===== src/rtl/hazard_stall_unit.sv =====
// ---------------------------------------------------------------------------
// hazard_stall_unit
//
// Pipeline hazard controller for the 5-stage MIPS core. It sits beside the
// ID-stage control unit and drives that unit's inStall input
// (1 = normal decode, 0 = force a bubble with all-zero controls).
//
// The unit resolves three hazard sources, highest priority first:
//   - a taken branch resolved in MEM, which flushes IF/ID, ID/EX and EX/MEM
//   - a load-use dependency between ID and ID/EX, which freezes PC and IF/ID
//     and inserts LOAD_STALL_CYCLES bubbles
//   - a jump decoded in ID, which discards the fall-through fetch in IF/ID
//
// Debug statistics: two saturating counters, one for bubble cycles and one
// for cycles with any flush asserted.
//
// Parameters
//   LOAD_STALL_CYCLES  bubbles per load-use hazard (>= 1)
//   COUNT_W            width of the statistics counters
//
// Ports
//   clk             in   rising-edge clock
//   reset           in   synchronous, active-high
//   idOpcode        in   opcode of the instruction in ID
//   idRs, idRt      in   source register fields in ID
//   idExMemRead     in   MemRead of the instruction in ID/EX
//   idExRt          in   destination rt of the instruction in ID/EX
//   idJump          in   J/JAL decoded in ID
//   memBranchTaken  in   branch in MEM is taken
//   outStall        out  to control unit inStall; 0 = insert bubble
//   pcWrite         out  PC update enable
//   ifIdWrite       out  IF/ID write enable
//   ifIdFlush       out  clear IF/ID to NOP at next edge
//   idExFlush       out  clear ID/EX controls at next edge
//   exMemFlush      out  clear EX/MEM controls at next edge
//   stallCycles     out  cycles with outStall = 0, saturating
//   flushEvents     out  cycles with any flush asserted, saturating
//
// State table
//   state | meaning
//   RUN   | normal flow; hazards are detected and resolved this cycle
//   HOLD  | extra load-use bubbles after the hazard cycle (slow data memory)
// ---------------------------------------------------------------------------
module hazard_stall_unit #(
  parameter int LOAD_STALL_CYCLES = 1,
  parameter int COUNT_W           = 16
) (
  input  logic               clk,
  input  logic               reset,
  input  logic [5:0]         idOpcode,
  input  logic [4:0]         idRs,
  input  logic [4:0]         idRt,
  input  logic               idExMemRead,
  input  logic [4:0]         idExRt,
  input  logic               idJump,
  input  logic               memBranchTaken,
  output logic               outStall,
  output logic               pcWrite,
  output logic               ifIdWrite,
  output logic               ifIdFlush,
  output logic               idExFlush,
  output logic               exMemFlush,
  output logic [COUNT_W-1:0] stallCycles,
  output logic [COUNT_W-1:0] flushEvents
);

  localparam int HW = $clog2(LOAD_STALL_CYCLES) + 1;
  // Hazard cycle itself is the first bubble, HOLD supplies the remainder.
  localparam logic [HW-1:0] HOLD_INIT = HW'(LOAD_STALL_CYCLES - 1);
  localparam logic [HW-1:0] HOLD_LAST = HW'(1);
  localparam logic [COUNT_W-1:0] CNT_MAX = {COUNT_W{1'b1}};

  typedef enum logic {
    RUN  = 1'b0,
    HOLD = 1'b1
  } state_t;

  state_t        state, state_nxt;
  logic [HW-1:0] hold_cnt, hold_cnt_nxt;
  logic          id_uses_rt;
  logic          load_use;
  logic          any_flush;

  // Opcodes whose rt field is a source operand: R-type, BEQ, BNE, SB, SH, SW.
  always_comb begin
    id_uses_rt = (idOpcode == 6'd0)  || (idOpcode == 6'd4)  ||
                 (idOpcode == 6'd5)  || (idOpcode == 6'd40) ||
                 (idOpcode == 6'd41) || (idOpcode == 6'd43);
    load_use   = idExMemRead && (idExRt != 5'd0) &&
                 ((idExRt == idRs) || (id_uses_rt && (idExRt == idRt)));
  end

  always_comb begin
    outStall     = 1'b1;
    pcWrite      = 1'b1;
    ifIdWrite    = 1'b1;
    ifIdFlush    = 1'b0;
    idExFlush    = 1'b0;
    exMemFlush   = 1'b0;
    state_nxt    = state;
    hold_cnt_nxt = hold_cnt;

    // While in reset the outputs stay at their pass-through defaults.
    if (!reset) begin
      case (state)
        RUN: begin
          if (memBranchTaken) begin
            // Everything younger than the branch is on the wrong path.
            ifIdFlush  = 1'b1;
            idExFlush  = 1'b1;
            exMemFlush = 1'b1;
          end else if (load_use) begin
            // A coincident jump is picked up again once ID advances.
            outStall  = 1'b0;
            pcWrite   = 1'b0;
            ifIdWrite = 1'b0;
            if (LOAD_STALL_CYCLES > 1) begin
              state_nxt    = HOLD;
              hold_cnt_nxt = HOLD_INIT;
            end
          end else if (idJump) begin
            ifIdFlush = 1'b1;
          end
        end

        HOLD: begin
          if (memBranchTaken) begin
            // The stalled load-use pair is itself being squashed.
            ifIdFlush    = 1'b1;
            idExFlush    = 1'b1;
            exMemFlush   = 1'b1;
            state_nxt    = RUN;
            hold_cnt_nxt = '0;
          end else begin
            outStall     = 1'b0;
            pcWrite      = 1'b0;
            ifIdWrite    = 1'b0;
            hold_cnt_nxt = hold_cnt - HW'(1);
            if (hold_cnt == HOLD_LAST) begin
              state_nxt = RUN;
            end
          end
        end

        default: begin
          state_nxt    = RUN;
          hold_cnt_nxt = '0;
        end
      endcase
    end
  end

  assign any_flush = ifIdFlush | idExFlush | exMemFlush;

  always_ff @(posedge clk) begin
    if (reset) begin
      state       <= RUN;
      hold_cnt    <= '0;
      stallCycles <= '0;
      flushEvents <= '0;
    end else begin
      state    <= state_nxt;
      hold_cnt <= hold_cnt_nxt;
      if (!outStall && (stallCycles != CNT_MAX)) begin
        stallCycles <= stallCycles + COUNT_W'(1);
      end
      if (any_flush && (flushEvents != CNT_MAX)) begin
        flushEvents <= flushEvents + COUNT_W'(1);
      end
    end
  end

endmodule


===== config.mk =====
export PLATFORM = sky130hd
export DESIGN_NAME = hazard_stall_unit
export DESIGN_NICKNAME = d
export VERILOG_FILES = /design/src/rtl/hazard_stall_unit.sv
export SDC_FILE = /design/constraint.sdc
export NUM_CORES = 1
export LEC_CHECK = 0
export ABC_AREA = 1
export BUFFER_PORTS_ARGS = -buffer_cell sky130_fd_sc_hd__buf_2
export CORE_MARGIN = 5
export CORE_UTILIZATION = 56
export CTS_CLUSTER_DIAMETER = 60
export CTS_CLUSTER_SIZE = 20
export DETAILED_ROUTE_END_ITERATION = 10
export HOLD_SLACK_MARGIN = 0.1
export PLACE_DENSITY = 0.83
export SLEW_MARGIN = 20
export SYNTH_ARGS = -nofsm -noshare
export SYNTH_HDL_FRONTEND = slang
export SYNTH_SLANG_ARGS = --single-unit

===== constraint.sdc =====
create_clock -name clk -period 2.65 [get_ports clk]
set_input_delay 0 -clock clk [delete_from_list [all_inputs] [get_ports clk]]
set_output_delay 0 -clock clk [all_outputs]
set_load 0.02 [all_outputs]

==> impl_metrics.yaml, run 1 <==
clock_network:
  cts_tree: "yes"
  cts_sinks: 34
  clk_pin_slew_ns: 0.07
  cts_buffers: 5
  clock_latency_ns: 0.29
  htree_levels: 2
  root_buffer: "clkbuf_8"
  cts_buffer_depth: 2
setup_path:
  worst_ep_arrival_time_ns: 2.33
  crit_path_end_kind: "flip-flop"
  cp.depth: 10
  reg2reg_to: "stallCycles[1]"
  path_class: "flip-flop to flip-flop"
  slowest_stage: "dfxtp_1"
  rr_worst_depth: 10
  r2r_start: "stallCycles[0]"
  crit_required_ns: 2.84
  r2r_setup_slack_ns: 0.50
  crit_path_start_kind: "flip-flop"
  cpMostUsedCell: "nand2_1"
  cp.buffers_inverters: 1
  cp_max_fo: 17
  cp_top_family: "simple AND/OR/NAND/NOR gates"
  max_stage_delay_ns: 0.39
  cp_cell_sequence: "ha_1 -> nand2_1 -> nor3_2 -> inv_2 -> nor3b_2 -> nand2_2 -> nand3_4 -> nand2_1 -> nand2_1 -> nor2_1"
drt:
  dr_total_vias: 2327
  drt_iter0_drc: 142
  route.detailed.wl_per_inst_um: 12.3
  wl_um: 5530
  dr.pass1.iters: 4
  antenna_left: 0
  drc_errors: 0
  viasPerCell: 5.16
sta:
  setup_viol: 0
  period_share: 0.810
  timing.hold.ws_ns: 0.231
  fmax_mhz: 466
  timing.final.max_slew_violations: 0
  finalHoldViolations: 0
  fin_ws_ns: 0.503
  fin_setup_tns_ns: 0
  slew_headroom: 0.265
  tightest_slew_ns: 1.10
  rsz0062_at_grt: "false"
  fin_crit_ns: 2.15
  skew_ns: 0.0122
min_path:
  min-delay-start: "reset"
  worstHoldEndpoint: "flushEvents[2]"
  hp-class: "primary input to flip-flop"
  whs_path_depth: 2
floorplan:
  dieWidth_um: 73.5
  die_y_um: 73.5
  row_count: 23
  dieArea_mm2: 0.00540
  core_mm2: 0.00394
  start_util: 0.573
  pin_count: 64
place:
  place_hpwl_um: 4170
  pre_cts_slack_ns: 0.534
  io_buffers: 63
  placed_area_mm2: 0.00256
  routabilityCongestion: 0.888
synth:
  synth-seq-cells: 34
  syn_area_mm2: 0.00226
  synth_cells: 342
  syn_nets: 370
  syn_avg_cell_area_um2: 6.60
  ys_seq_area_frac: 0.302
  synth_top_cell_area_share: 0.302
  synth.distinct_cells: 28
  yosys_warnings: 0
  yosys.area.top_type: "dfxtp_1"
  synth_area_leaders: "dfxtp_1, nand2_1, xor2_1"
pwr:
  ir_drop_uv: 299
  p_leak_nw: 1.18
  pwr_density_cell_mw_per_mm2: 373
  finalPower_mw: 0.989
cells_and_area:
  fillCellCount: 386
  final_cell_area_mm2: 0.00265
  n_antenna_cell: 0
  drive_above_1_share: 0.207
  layout-area-overhead-vs-synth_pct: 17.5
  nets: 429
global_routing:
  antenna_found_initial: 0
  grt_pass1_vias: 2185
  gr-total-overflow: 0
  grt_use_total: 0.219
  grt_max_degree: 35
  grt_pass1_wl_um: 9590
outcome:
  status: "finished, final reports clean"
job:
  cap_violations: 0
-- kinds of logic (layout without fill, tap and decap cells) --
| group | Yosys count | after routing | synth area share |
|---|---|---|---|
| adders and majority gates | 2 | 2 | 0.0111 |
| AOI/OAI and AO/OA | 34 | 34 | 0.0771 |
| buffers and inverters | 55 | 114 | 0.106 |
| xor gates and xnor gates | 31 | 31 | 0.120 |
| and+or+nand+nor | 186 | 186 | 0.384 |
| DFF | 34 | 34 | 0.302 |
-- metal layers --
layer / global-route usage / wire [um]
met1: 0.289 / 2470
met2: 0.364 / 2650
met3: 0.0451 / 330
met4: 0.0563 / 71
met5: 0 / 0
-- where the power goes --
group          internal [mW]  leakage, nW  switching [mW]
Combinational         0.0376        0.860          0.0681
Clock                  0.176       0.0438           0.189
Sequential             0.514        0.274         0.00397
Total                  0.728         1.18           0.261
-- registers in the layout (all words and copies together), names as in the netlist --
| register | flops |
|---|---|
| hold_cnt | 1 |
| flushEvents | 16 |
| stallCycles | 16 |
| state | 1 |
-- cells in the final DEF (no fill, tap or decap), drive strengths merged, types with 2 or more instances in the layout --
| cell | instances |
|---|---|
| nand2 | 88 |
| buf | 65 |
| inv | 41 |
| dfxtp | 34 |
| nand3 | 33 |
| nor2 | 30 |
| a21oi | 30 |
| xor2 | 23 |
| nand4 | 18 |
| nor3 | 13 |
| xnor2 | 8 |
| clkbuf | 5 |
| o21ai | 2 |
| ha | 2 |
| clkinv | 2 |
| nor4 | 2 |
-- final cells by class --
| type | instances | area [um^2] | area share |
|---|---|---|---|
| multi-input combinational | 253 | 1340 | 0.504 |
| sequential | 34 | 681 | 0.257 |
| timing repair buffer | 66 | 340 | 0.128 |
| inverter | 41 | 154 | 0.0580 |
| clock buffer | 5 | 68.8 | 0.0259 |
| tap | 50 | 62.6 | 0.0236 |
| clock inverter | 2 | 10.0 | 0.00377 |
-- Yosys cell counts --
library cell / count
nor4_1: 1
nand2_1: 86
xnor2_1: 8
o21ai_0: 2
buf_4: 3
dfxtp_1: 34
xor2_1: 23
inv_2: 3
clkbuf_1: 6
nand2_2: 2
o21bai_1: 1
ha_1: 2
nor3_1: 11
nor4_4: 1
inv_1: 38
nand3b_1: 1
nor3b_2: 1
nor3_2: 2
buf_6: 1
nor2_1: 30
nand3_2: 1
buf_8: 1
a31oi_1: 1
nand3_4: 1
a21oi_1: 30
nand4_1: 18
nand3_1: 31
buf_2: 3
-- how the worst max path moves through the flow --
stage	start	endpoint	slack, ns
6_report	stallCycles[0]	stallCycles[1]	0.50
5_1_grt	stallCycles[0]	stallCycles[1]	0.24
4_1_cts	stallCycles[0]	stallCycles[1]	0.52
3_5_place_dp	stallCycles[0]	stallCycles[1]	0.53
3_3_place_gp	stallCycles[0]	stallCycles[1]	0.64
2_1_floorplan	stallCycles[0]	stallCycles[10]	0.66
-- through the flow --
step	util	instances
final	0.673	451
after global routing	0.673	451
after CTS	0.673	451
after detailed placement	0.650	443
after global placement	0.650	443
after floorplan	-	342
-- what timing repair did --
item                      CTS  global route
hold buffers                1             0
buffers inserted            0             0
hold endpoints to repair    2             0
gates resized for setup     0             0
No activity file was read; power rests on OpenSTA's default activity.
==> run 2, diff against run 1 <==
--- a/config.mk
+++ b/config.mk
@@ -8,12 +8,12 @@
 export ABC_AREA = 1
 export BUFFER_PORTS_ARGS = -buffer_cell sky130_fd_sc_hd__buf_2
 export CORE_MARGIN = 5
-export CORE_UTILIZATION = 56
+export CORE_UTILIZATION = 47
 export CTS_CLUSTER_DIAMETER = 60
 export CTS_CLUSTER_SIZE = 20
 export DETAILED_ROUTE_END_ITERATION = 10
 export HOLD_SLACK_MARGIN = 0.1
-export PLACE_DENSITY = 0.83
+export PLACE_DENSITY = 0.74
 export SLEW_MARGIN = 20
 export SYNTH_ARGS = -nofsm -noshare
 export SYNTH_HDL_FRONTEND = slang
==> constraint.sdc (replaced) <==
create_clock -name clk -period 1.95 [get_ports clk]
set_input_delay 0 -clock clk [delete_from_list [all_inputs] [get_ports clk]]
set_output_delay 0 -clock clk [all_outputs]
set_load 0.02 [all_outputs]
==> run 2 against run 1 <==
Net effect:
- worst setup slack worse by 0.39 ns
- final area increased by 7.0%
- sequential share of layout area is 1.5 points lower
- sequential power up 36%
- clock skew decreased by 0.0031 ns
- die area up 16%
- sequential cell count did not move
- fmax up 17%
- cell count grew 5.3%
- via count rose by 3.2%
- combinational power is 45% higher
- worst hold slack gained 0.18 ns
- critical endpoint is now stallCycles[13]
- largest cell class unchanged
- highest routed layer unchanged
==> impl_metrics.yaml, run 2 (synthesized netlist as in run 1, its figures left out) <==
cells_and_area:
  final_cell_area_mm2: 0.00284
  final_core_util: 0.605
  layout-area-overhead-vs-synth_pct: 25.7
  drive_above_1_share: 0.247
  instances_no_fill: 475
  fillCellCount: 464
  final_common_cell: "nand2_1"
  n_antenna_cell: 0
  nets: 448
  reg_top3: "flushEvents x16, stallCycles x16"
  mostFrequentLayoutCells: "nand2_1, buf_2, inv_1, nand3_1, dfxtp_1"
outcome:
  status: "finished, final reports clean"
drt:
  dr_total_vias: 2402
  route.detailed.wl_per_inst_um: 12.1
  drt_iter0_drc: 130
  drc_errors: 0
  antenna_left: 0
  dr.pass1.iters: 4
  wl_um: 5740
  viasPerCell: 5.06
sta:
  rsz0062_at_grt: "false"
  timing.hold.ws_ns: 0.407
  setup_viol: 0
  finalHoldViolations: 0
  fin_ws_ns: 0.110
  fin_setup_tns_ns: 0
  tightest_slew_ns: 0.462
  fin_crit_ns: 1.84
  period_share: 0.944
  timing.final.max_slew_violations: 0
  fmax_mhz: 543
  slew_headroom: 0.689
  skew_ns: 0.00907
global_routing:
  grt_pass1_wl_um: 9650
  grt_max_degree: 22
  gr-total-overflow: 0
  grt_pass1_vias: 2180
  grt_use_total: 0.186
  antenna_found_initial: 0
pwr:
  p_leak_nw: 1.29
  finalPower_mw: 1.39
  pwr_density_cell_mw_per_mm2: 490
  ir_drop_uv: 259
clock_network:
  cts_sinks: 34
  cts_buffers: 5
  clk_pin_slew_ns: 0.07
  clock_latency_ns: 0.28
  cts_buffer_depth: 2
  root_buffer: "clkbuf_8"
  htree_levels: 2
  cts_tree: "yes"
place:
  routabilityCongestion: 0.853
  place_hpwl_um: 4290
  pre_cts_slack_ns: 0.0677
  dp_cells: 462
  placed_area_mm2: 0.00269
  io_buffers: 63
min_path:
  whs_path_depth: 8
  hp-class: "primary input to flip-flop"
floorplan:
  pin_count: 64
  start_util: 0.481
  row_count: 25
  dieArea_mm2: 0.00629
  core_mm2: 0.00469
  die_y_um: 79.3
  dieWidth_um: 79.3
job:
  cap_violations: 0
setup_path:
  cp_max_fo: 9
  crit_path_end_kind: "flip-flop"
  rr_worst_depth: 9
  crit_required_ns: 2.12
  worst_ep_arrival_time_ns: 2.01
  path_class: "flip-flop to flip-flop"
  crit_path_start_kind: "flip-flop"
[run 2: cell types whose count changed in the layout (fill, tap and decap cells not counted), moves of 2 or more]
cell | before | now
buf_4 | 2 | 18
dfxtp_1 | 34 | 31
dfxtp_2 | 0 | 3
dlygate4sd3_1 | 1 | 3
[run 2: layer usage]
layer | part of all wire | vias to the layer above | track usage
met1 | 0.47 | 1071 | 0.243
li1 | - | 1266 | -
met5 | 0 | - | 0
met4 | 0.0040 | 0 | 0.0464
met2 | 0.47 | 63 | 0.310
met3 | 0.060 | 2 | 0.0408
[run 2: critical path, cell delays in order, from the launching register on]
cell and delay (ns):
dfxtp_2 0.36, ha_1 0.21, nand2_1 0.12, nor3_4 0.21, inv_2 0.06, nor3b_2 0.23, nand2_2 0.15, buf_4 0.20
nand4_1 0.11, a21oi_1 0.08
[run 2: area by class of cell]
type	count	area, um^2	area share
Timing Repair Buffer	84	480	0.169
Clock buffer	7	86.3	0.0304
Inverter	41	154	0.0542
Multi-Input combinational cell	254	1360	0.479
Clock inverter	1	5.00	0.00176
Sequential cell	34	684	0.241
Tap cell	54	67.6	0.0238
[run 2: worst paths after layout]
path	from	end	slack (ns)
worst min register to register	hold_cnt	hold_cnt	0.47
worst min-delay path	idJump	flushEvents[6]	0.41
worst max-delay path	stallCycles[0]	stallCycles[13]	0.11
worst max register to register	stallCycles[0]	stallCycles[13]	0.11
[run 2: power by group]
part	internal (mW)	switching, mW
combinational	0.0581	0.0957
clock	0.285	0.247
sequential	0.699	0.00571
total	1.04	0.348
[run 2: what timing repair did]
action,in CTS,in global routing
hold buffers,3,0
setup buffers,0,1
endpoints found under the setup margin,0,32
resized for setup,0,3
hold endpoints to repair,10,0
